### config.mk
export PLATFORM = sky130hd
export DESIGN_NAME = cl_soc_evt_hs
export DESIGN_NICKNAME = d
export VERILOG_FILES = /design/src/rtl/cl_soc_evt_hs.sv
export SDC_FILE = /design/constraint.sdc
export NUM_CORES = 1
export LEC_CHECK = 0
export ABC_CLOCK_PERIOD_IN_PS = 2550
export BUFFER_PORTS_ARGS = -buffer_cell sky130_fd_sc_hd__buf_2
export CAP_MARGIN = 20
export CELL_PAD_IN_SITES_DETAIL_PLACEMENT = 0
export CELL_PAD_IN_SITES_GLOBAL_PLACEMENT = 1
export CORE_ASPECT_RATIO = 1.75
export CORE_MARGIN = 1.5
export CORE_UTILIZATION = 35
export CTS_CLUSTER_DIAMETER = 50
export DETAILED_ROUTE_END_ITERATION = 10
export GPL_TIMING_DRIVEN = 0
export PLACE_DENSITY_LB_ADDON = 0.25
export SLEW_MARGIN = 10
export SYNTH_ARGS = -nofsm -noshare
export SYNTH_HDL_FRONTEND = slang
export SYNTH_SLANG_ARGS = --single-unit
### constraint.sdc
create_clock -name clk_i -period 2.55 [get_ports clk_i]
set_input_delay 0.51 -clock clk_i [delete_from_list [all_inputs] [get_ports clk_i]]
set_output_delay 0.51 -clock clk_i [all_outputs]
set_load 0.05 [all_outputs]
### src/rtl/cl_soc_evt_hs.sv
// Cluster-to-SoC event handshake: per-channel pending counters with valid/ack FSMs.
// Optional sticky overflow flags are built only when PULP_CL_EVT_OVF_EN is defined.
module cl_soc_evt_hs #(
   parameter int NB_EVT    = 3,
   parameter int CNT_WIDTH = 4
) (
   input  logic              clk_i,
   input  logic              rst_ni,
   input  logic [NB_EVT-1:0] evt_pulse_i,
   output logic [NB_EVT-1:0] evt_valid_o,
   input  logic [NB_EVT-1:0] evt_ack_i,
   output logic [NB_EVT-1:0] evt_overflow_o,
   input  logic              ovf_clr_i,
   output logic              busy_o
);

   typedef enum logic [1:0] {IDLE, PEND, GAP} state_t;

   localparam logic [CNT_WIDTH-1:0] CNT_MAX = '1;

   logic [NB_EVT-1:0] w_cnt_nz;
   logic              r_busy;

   genvar gi;
   generate
      for (gi = 0; gi < NB_EVT; gi++) begin : g_ch
         state_t               r_state;
         logic [CNT_WIDTH-1:0] r_cnt;
         logic                 r_valid;
         logic                 w_pulse;
         logic                 w_ack;
         logic                 w_sat;
         logic [CNT_WIDTH-1:0] w_cnt_next;

         assign w_pulse = evt_pulse_i[gi];
         // Acks only mean something while an event is being presented.
         assign w_ack   = evt_ack_i[gi] && (r_state == PEND);
         assign w_sat   = (r_cnt == CNT_MAX);

         always_comb begin
            w_cnt_next = r_cnt;
            if (w_ack && !w_pulse)
               w_cnt_next = r_cnt - 1'b1;
            else if (!w_ack && w_pulse && !w_sat)
               w_cnt_next = r_cnt + 1'b1;
         end

         always_ff @(posedge clk_i) begin
            if (!rst_ni) begin
               r_state <= IDLE;
               r_cnt   <= '0;
               r_valid <= 1'b0;
            end else begin
               r_cnt <= w_cnt_next;
               case (r_state)
                  IDLE: begin
                     if (w_pulse) begin
                        r_state <= PEND;
                        r_valid <= 1'b1;
                     end
                  end
                  PEND: begin
                     if (w_ack) begin
                        r_state <= GAP;
                        r_valid <= 1'b0;
                     end
                  end
                  GAP: begin
                     // Uses the updated count so a pulse landing in GAP is not stranded.
                     if (w_cnt_next != '0) begin
                        r_state <= PEND;
                        r_valid <= 1'b1;
                     end else begin
                        r_state <= IDLE;
                        r_valid <= 1'b0;
                     end
                  end
                  default: begin
                     r_state <= IDLE;
                     r_valid <= 1'b0;
                  end
               endcase
            end
         end

         assign evt_valid_o[gi] = r_valid;
         assign w_cnt_nz[gi]    = (w_cnt_next != '0);

`ifdef PULP_CL_EVT_OVF_EN
         logic w_drop;
         logic r_ovf;

         assign w_drop = w_pulse && !w_ack && w_sat;

         always_ff @(posedge clk_i) begin
            if (!rst_ni)
               r_ovf <= 1'b0;
            else
               r_ovf <= (r_ovf && !ovf_clr_i) || w_drop;
         end

         assign evt_overflow_o[gi] = r_ovf;
`else
         assign evt_overflow_o[gi] = 1'b0;
`endif
      end
   endgenerate

`ifndef PULP_CL_EVT_OVF_EN
   logic w_unused_clr;
   assign w_unused_clr = ovf_clr_i;
`endif

   // Registered from next-state counters so busy lines up with the counter registers.
   always_ff @(posedge clk_i) begin
      if (!rst_ni)
         r_busy <= 1'b0;
      else
         r_busy <= |w_cnt_nz;
   end

   assign busy_o = r_busy;

endmodule

# Word-level counts from Yosys, hierarchy flattened
# Cells that the tools add are included.
[word_totals]
output_inout_bits = 7
regBits = 22
word_cells = 92
[op_classes]
n_eq_ne = 15
n_addsub = 6
n_reduce_logical = 31
mux = 30
[ops]
columns = ["operator", "count"]
rows = [
  ["4-bit two-way mux", 6],
  ["2-bit one-hot mux with 3 select lines", 3],
  ["4-bit by 1-bit adder with 4-bit output, second input constant", 3],
  ["4-bit == test, second input constant", 3],
  ["1-bit logical AND", 12],
  ["1-bit two-way mux", 12],
  ["2-bit two-way mux", 6],
  ["2-bit inequality test, second input constant", 6],
  ["4-bit nonzero test", 3],
  ["4-bit by 1-bit subtractor with 4-bit output, second input constant", 3],
  ["1-bit logical NOT", 9],
  ["1-bit one-hot mux with 3 select lines", 3],
  ["2-bit by 1-bit == test with 1-bit output, second input constant", 3],
  ["2-bit == test, second input constant", 3],
  ["2-bit logical NOT", 3],
  ["2-bit AND reduction", 3],
  ["3-bit OR reduction", 1],
]

# Logic depth before layout (Yosys ltp)
# Gate-level depths: netlist of the first run.
[depth]
word_depth = 10
mapped_depth = 8
depth_no_buf = 8

# Worst setup path before layout of the first run
# OpenSTA, ideal clock, no wires.
[synth_path]
kind = "input -> register"
start = "in evt_pulse_i[1]"
end = "reg r_busy, in the netlist busy_o"
arrival_time_ns = 2.081
setup_ns = 0.134
n_path_buf = 0
path_slack_ns = 0.335
path_stages = 6
path_cell_list = "or4_4 o21ai_2 o2bb2ai_1 or4b_4 nor4_2 a31oi_1"
[synth_via]
elab_chain_len = 6
elab_cells_between_ends = 8
cone_classes = "mux: 2; reduce/logical: 6"
[synth_lines]
columns = ["item", "line", "rtl"]
rows = [
  ["start: declaration", "9", "input logic [NB_EVT-1:0] evt_pulse_i,"],
  ["1-bit logical AND (2 in a row)", "44", "else if (!w_ack && w_pulse && !w_sat)"],
  ["4-bit two-way mux", "44", ""],
  ["4-bit two-way mux (*)", "42", "if (w_ack && !w_pulse)"],
  ["4-bit nonzero test (*)", "87", "assign w_cnt_nz[gi] = (w_cnt_next != '0);"],
  ["3-bit OR reduction (*)", "119", "r_busy <= |w_cnt_nz;"],
  ["end signal: assignment", "119", ""],
  ["end: declaration", "22", "logic r_busy;"],
]
# Every way passes the cells marked *; elsewhere a longest branch is shown, timed or not.
# A chain may end at the register's enable or synchronous reset.

# Worst setup path after layout of the first run
[layout_path]
start = "reg g_ch[1].r_cnt[1]"
end = "reg r_busy, in the netlist busy_o"
[layout_via]
elab_chain_len = 7
elab_cells_between_ends = 9
cone_classes = "add/sub: 2; eq/ne: 1; mux: 2; reduce/logical: 4"
[layout_lines]
columns = ["item", "line", "rtl"]
rows = [
  ["start: declaration", "28", "logic [CNT_WIDTH-1:0] r_cnt;"],
  ["start signal: assignment", "54", "r_cnt <= w_cnt_next;"],
  ["branches (longest 4 deep; another with 4-bit by 1-bit adder with 4-bit output)", "--", ""],
  ["4-bit two-way mux (*)", "42", ""],
  ["4-bit nonzero test (*)", "87", ""],
  ["3-bit OR reduction (*)", "119", ""],
]
# Every way passes the cells marked *.

==> results.md, run 1 <==
- Status: complete, no violations
- Clk sinks: 22
- Overflow after GRT: 0
- Layout cells sized above 1: 0.166
- Multiplexer area fraction after synthesis: 0.0853
- Post-Synth Adder-Cell Area: 0.0517
- Vias in the first global route: 1,195
- Area Overhead vs Synth: 12.2%
- Share of the synthesized area in the top cell type: 0.303
- Mean Syn Cell Area: 8.54 um2
- Post-synth EDFFs: 0
- HP Start: rst_ni
- Drt pass-1 iters: 4
- CTS root buffer: clkbuf_8
- Post-synthesis xor/xnor area fraction: 0.0293
- Post-synth ARST share: 0
- Post-DRT Antenna Nets: 0
- RSZ-0062 raised after global routing: false
- Commonest non-fill, non-tap cell in the layout: dfxtp_1
- Critical path type: reg -> reg
- Synth area leaders: dfxtp_1 30%, mux2i_1 6.2%, ha_1 5.2%, and2_1 3.4%, nand2b_1 3.4%
- HPWL Detailed: 2340 um
- Post-synth top area cell: dfxtp_1
- Startpoint Class: flop
- Fin cells: 235
- Maximum vdd drop: 0.000260 V
- Fin crit period: 2.27 ns
- CP peak stage delay: 0.52 ns
- First-pass GRT wire length: 5070 um
- Crit-path cells: ha_1 > nand3_1 > a31oi_1 > xnor2_1 > or4b_4 > nor4_2 > a31oi_1
- Fin. Hold Viols: 0
- Buffers from clock root to sink, at most: 2
- Simple-gate area share of the yosys netlist: 0.314
- CTS Hold Buffers Added: 0
- Via density: 5.26
- Most common cell on crit path: a31oi_1
- Worst-Margin Slew: 0.518 ns
- Pwr dens: 565 nW/um2
- Worst EP required: 2.67 ns
- Reg-to-reg slack, setup: 0.28 ns
- GRT Total Usage: 0.141
- Worst-skew pair later-pin latency: 0.25 ns
- Hold Path Sink: g_ch[2].r_cnt[2]
- Setup violations, final: 0
- Residual DRC: 0
- Hold path cells: 2
- Crit-path max FO: 6
- Most frequent cells in the layout: 22 x dfxtp_1, 12 x buf_2, 11 x inv_1, 11 x nor2_1, 10 x nand2_1
- Slew Limit Fails: 0
- Total routed wirelength: 2880 um
- Compound-Gate Fraction of Synth Area: 0.133
- Synth warn: 0
- Cells after Synth: 170
- Initial antenna violation count: 0
- Setup repair bufs after CTS: 0
- Kind of end point of the critical path: flop
- Detailed Route Iter0 Violations: 22
- R2R Path End: busy_o
- WP data arrival: 2.40 ns
- Fmax: 440 MHz
- Core area: 3940 um2
- Relative slew slack: 0.650
- CP max-delay cell: or4b_4
- Nets: 203
- Post-synth cell types: 48
- Row cnt: 30
- ANT cells: 0
- Reg2reg start: g_ch[1].r_cnt[1]
- Largest family of logic cells by synthesized area: simple AND/OR/NAND/NOR gates
- Leak: 0.000684 uW
- Fill count: 445
- Clock transition at path regs: 0.08 ns
- Largest net degree at the start of global routing: 13
- Die Ht: 88.2 um
- Die ar.: 4560 um2
- Worst Hold Class: in -> reg
- Ports: 16
- Post-Route Skew: 0.00289 ns
- Number of max-cap violations: 0
- Top FF cell, synth: dfxtp_1
- Total CTS buffers: 3
- CTS tree: done
- Starting density of the core: 0.369
- #FFs+latches synth: 22
- Register area share after synthesis: 0.303
- Post-Place Cells: 231
- CTS H-tree lvls: 1
- Die Width: 51.7 um
- Worst-case reg-to-reg path depth: 7
- Cts repair resizes: 0
- Part of the cycle the worst path needs: 0.891
- Sum Neg Setup Slack: 0 ns
- Via Count: 1,237
- Mapped cell area: 1450 um2
- GP Congestion: 0.734
- Wire per inst: 12.3 um
- # port buffers: 11
registers in the layout (all words and copies together) (netlist names):
| register | count |
|---|---|
| g_ch.r_valid | 3 |
| busy_o | 1 |
| g_ch.r_state | 6 |
| g_ch.r_cnt | 12 |
Yosys cell counts, drive strengths merged (2+ instances only):
cell and number:
and3 2, inv 11, mux2i 9, dfxtp 22, mux2 3, a21oi 8
nand2 10, o21a 2, and3b 4, o31ai 2, nand2b 8, and2 9
o21ai 4, buf 8, ha 6, a31oi 5, xnor2 3, nand3 6
nor4bb 2, nand3b 6, nor2b 2, nor4 4, clkbuf 4, nand4 4
nor2 11
layout make-up:
| cell class | instances | area, um2 | area share |
|---|---|---|---|
| Multi-Input combinational cell | 127 | 902 | 0.553 |
| Sequential cell | 22 | 440 | 0.270 |
| Buffer | 12 | 76.3 | 0.0468 |
| Tap cell | 48 | 60.1 | 0.0368 |
| Clock buffer | 4 | 55.1 | 0.0338 |
| Timing Repair Buffer | 11 | 55.1 | 0.0338 |
| Inverter | 11 | 41.3 | 0.0253 |
worst max-delay path: cells and delay by family (launching register included):
family | cells | cell delay, ns
AOI/OAI and AO/OA | 2 | 0.39
xor gates and xnor gates | 1 | 0.12
adders and majority gates | 1 | 0.25
DFF | 1 | 0.42
and+or+nand+nor | 3 | 0.96
cell families after synthesis:
family          Yosys count
other cells               1
fa+ha+maj                 6
xor+xnor                  4
compound gates           29
simple gates             73
mux                      12
flops                    22
buf+inv                  23
through the flow:
stage	util	hold WS (ns)	worst slack (ns)	total power, uW	cell area [um2]
6_report	0.414	0.515	0.278	921	1630
5_1_grt	0.414	0.538	0.0629	983	1630
2_1_floorplan	-	0.462	0.335	629	1460
3_5_place_dp	0.400	0.516	0.0518	689	1580
4_1_cts	0.414	0.513	0.255	936	1630
3_3_place_gp	0.400	0.507	0.0730	682	1580
report_power, final:
group          total [uW]  switching [uW]  leakage (uW)  internal, uW
Combinational         267             149      0.000474           118
Clock                 243             106     0.0000288           137
Sequential            412            36.2      0.000181           375
worst max path at each step:
stage | from | endpoint | slack, ns | depth (start not counted)
3_3_place_gp | evt_pulse_i[1] | busy_o | 0.07 | 7
5_1_grt | g_ch[1].r_cnt[1] | busy_o | 0.06 | 7
6_report | g_ch[1].r_cnt[1] | busy_o | 0.28 | 7
4_1_cts | g_ch[1].r_cnt[1] | busy_o | 0.25 | 7
3_5_place_dp | evt_pulse_i[1] | busy_o | 0.05 | 7
2_1_floorplan | evt_pulse_i[1] | busy_o | 0.34 | 6
layer usage:
metal / wire, um / up-vias / global-route usage
li1: - / 630 / -
met1: 1180 / 592 / 0.156
met2: 1630 / 13 / 0.277
met3: 50 / 2 / 0.0101
met4: 19 / 0 / 0.0431
met5: 0 / - / 0
Power figures use the tool's default switching activity.
==> run 2: changes to the inputs <==
--- a/config.mk
+++ b/config.mk
@@ -15,3 +15,2 @@
 export CORE_UTILIZATION = 35
-export CTS_CLUSTER_DIAMETER = 50
 export DETAILED_ROUTE_END_ITERATION = 10
@@ -19,2 +18,3 @@
 export PLACE_DENSITY_LB_ADDON = 0.25
+export RECOVER_POWER = 100
 export SLEW_MARGIN = 10
==> constraint.sdc (replaced) <==
create_clock -name clk_i -period 2.55 [get_ports clk_i]
set_input_delay 0.255 -clock clk_i [delete_from_list [all_inputs] [get_ports clk_i]]
set_output_delay 0.255 -clock clk_i [all_outputs]
set_load 0.05 [all_outputs]
==> run 2 against run 1 <==
Compared with the run above: via count decreased by 0.32%; global-route usage unchanged; sequential cell count unchanged; first-iteration DRC count increased by 9.1%.
==> results.md, run 2 (same netlist as run 1, synthesis figures left out) <==
- Ports: 16
- Fin crit period: 2.30 ns
- GRT Total Usage: 0.141
- Total CTS buffers: 3
- Maximum vdd drop: 0.000258 V
- Leak: 0.000644 uW
- Slew Limit Fails: 0
- HP Start: rst_ni
- CTS H-tree lvls: 1
- Worst setup startpoint: g_ch[1].r_state[0]
- Worst EP required: 2.67 ns
- Detailed Route Iter0 Violations: 24
- Setup repair bufs after CTS: 0
- Post-DRT Antenna Nets: 0
- Setup violations, final: 0
- Biggest regs: g_ch.r_cnt x12, g_ch.r_state x6, g_ch.r_valid x3
- Fmax: 436 MHz
- Critical path type: reg -> reg
- Reg2reg start: g_ch[1].r_state[0]
- Row cnt: 30
- Largest net degree at the start of global routing: 13
- Crit-path max FO: 7
- Worst Hold Class: in -> reg
- Total routed wirelength: 2880 um
- Initial antenna violation count: 0
- Drt pass-1 iters: 4
- CTS root buffer: clkbuf_8
- Relative slew slack: 0.609
- Worst-Margin Slew: 0.589 ns
- Die Ht: 88.2 um
- HPWL Detailed: 2340 um
- Post-Route Skew: 0.00266 ns
- Nets: 203
- Layout cells sized above 1: 0.128
- Buffers from clock root to sink, at most: 2
- Part of the cycle the worst path needs: 0.900
- Sum Neg Setup Slack: 0 ns
- Commonest non-fill, non-tap cell in the layout: dfxtp_1
- Pwr dens: 569 nW/um2
- ANT cells: 0
- Cts repair resizes: 0
- Dpl cell area: 1580 um2
- Overflow after GRT: 0
- Vias in the first global route: 1,195
- Status: complete, no violations
- Die ar.: 4560 um2
- CTS Hold Buffers Added: 0
- Die Width: 51.7 um
- Worst-skew pair later-pin latency: 0.25 ns
- # port buffers: 11
- Design Area, Final: 1600 um2
- Max reg flops: 12
- Top reg by flops: g_ch.r_cnt
- Number of max-cap violations: 0
- Area Overhead vs Synth: 10.3%
- GP Congestion: 0.734
- Fin. Hold Viols: 0
- Wire per inst: 12.3 um
- Startpoint Class: flop
- Via Count: 1,233
- Starting density of the core: 0.369
- RSZ-0062 raised after global routing: false
- Kind of end point of the critical path: flop
- CTS tree: done
- Residual DRC: 0
- Clock transition at path regs: 0.08 ns
- First-pass GRT wire length: 5070 um
- Most frequent cells in the layout: 22 x dfxtp_1, 11 x inv_1, 11 x nor2_1
- Core area: 3940 um2
- Via density: 5.25
- Clk sinks: 22
- WP data arrival: 2.42 ns
[run 2: routing by layer]
| layer | vias up | part of all wire | track usage | wire (um) |
|---|---|---|---|---|
| met4 | 0 | 0.0066 | 0.0431 | 19 |
| met5 | - | 0 | 0 | 0 |
| li1 | 630 | - | - | - |
| met2 | 9 | 0.57 | 0.277 | 1630 |
| met3 | 2 | 0.015 | 0.0101 | 43 |
| met1 | 592 | 0.41 | 0.156 | 1190 |
[run 2: path summary, 6_finish.rpt]
check / endpoint / slack, ns / cells past startpoint
max: busy_o / 0.25 / 7
min: g_ch[2].r_cnt[2] / 0.26 / 2
max reg2reg: busy_o / 0.25 / 7
min reg2reg: g_ch[0].r_state[0] / 0.53 / 1
[run 2: report_power, final]
group	switching [uW]	internal (uW)
registers	35.2	375
logic	148	111
clock network	105	137
[run 2: area by class of cell]
class / count / area (um2)
Sequential cell: 22 / 440
Buffer: 12 / 68.8
Clock buffer: 4 / 55.1
Timing Repair Buffer: 11 / 50.0
Inverter: 11 / 41.3
Fill cell: 450 / 2340
Tap cell: 48 / 60.1
Multi-Input combinational cell: 127 / 886
[run 2: through the flow]
step	hold WS [ns]	power [uW]	std cells	setup slack, ns	utilization
4_1_cts	0.258	936	235	0.255	0.414
3_5_place_dp	0.516	689	231	0.269	0.400
2_1_floorplan	0.377	629	172	0.536	-
5_1_grt	0.287	974	235	0.0556	0.406
6_report	0.258	912	235	0.255	0.406
3_3_place_gp	0.507	682	231	0.304	0.400
[run 2: worst max-delay path, cell delays in order, from the launching register on]
cell and delay, ns:
dfxtp_1 0.43, and3b_1 0.19, clkbuf_1 0.23, mux2i_1 0.21, and3b_1 0.20, or4b_4 0.50, nor4_2 0.30, a31oi_1 0.11
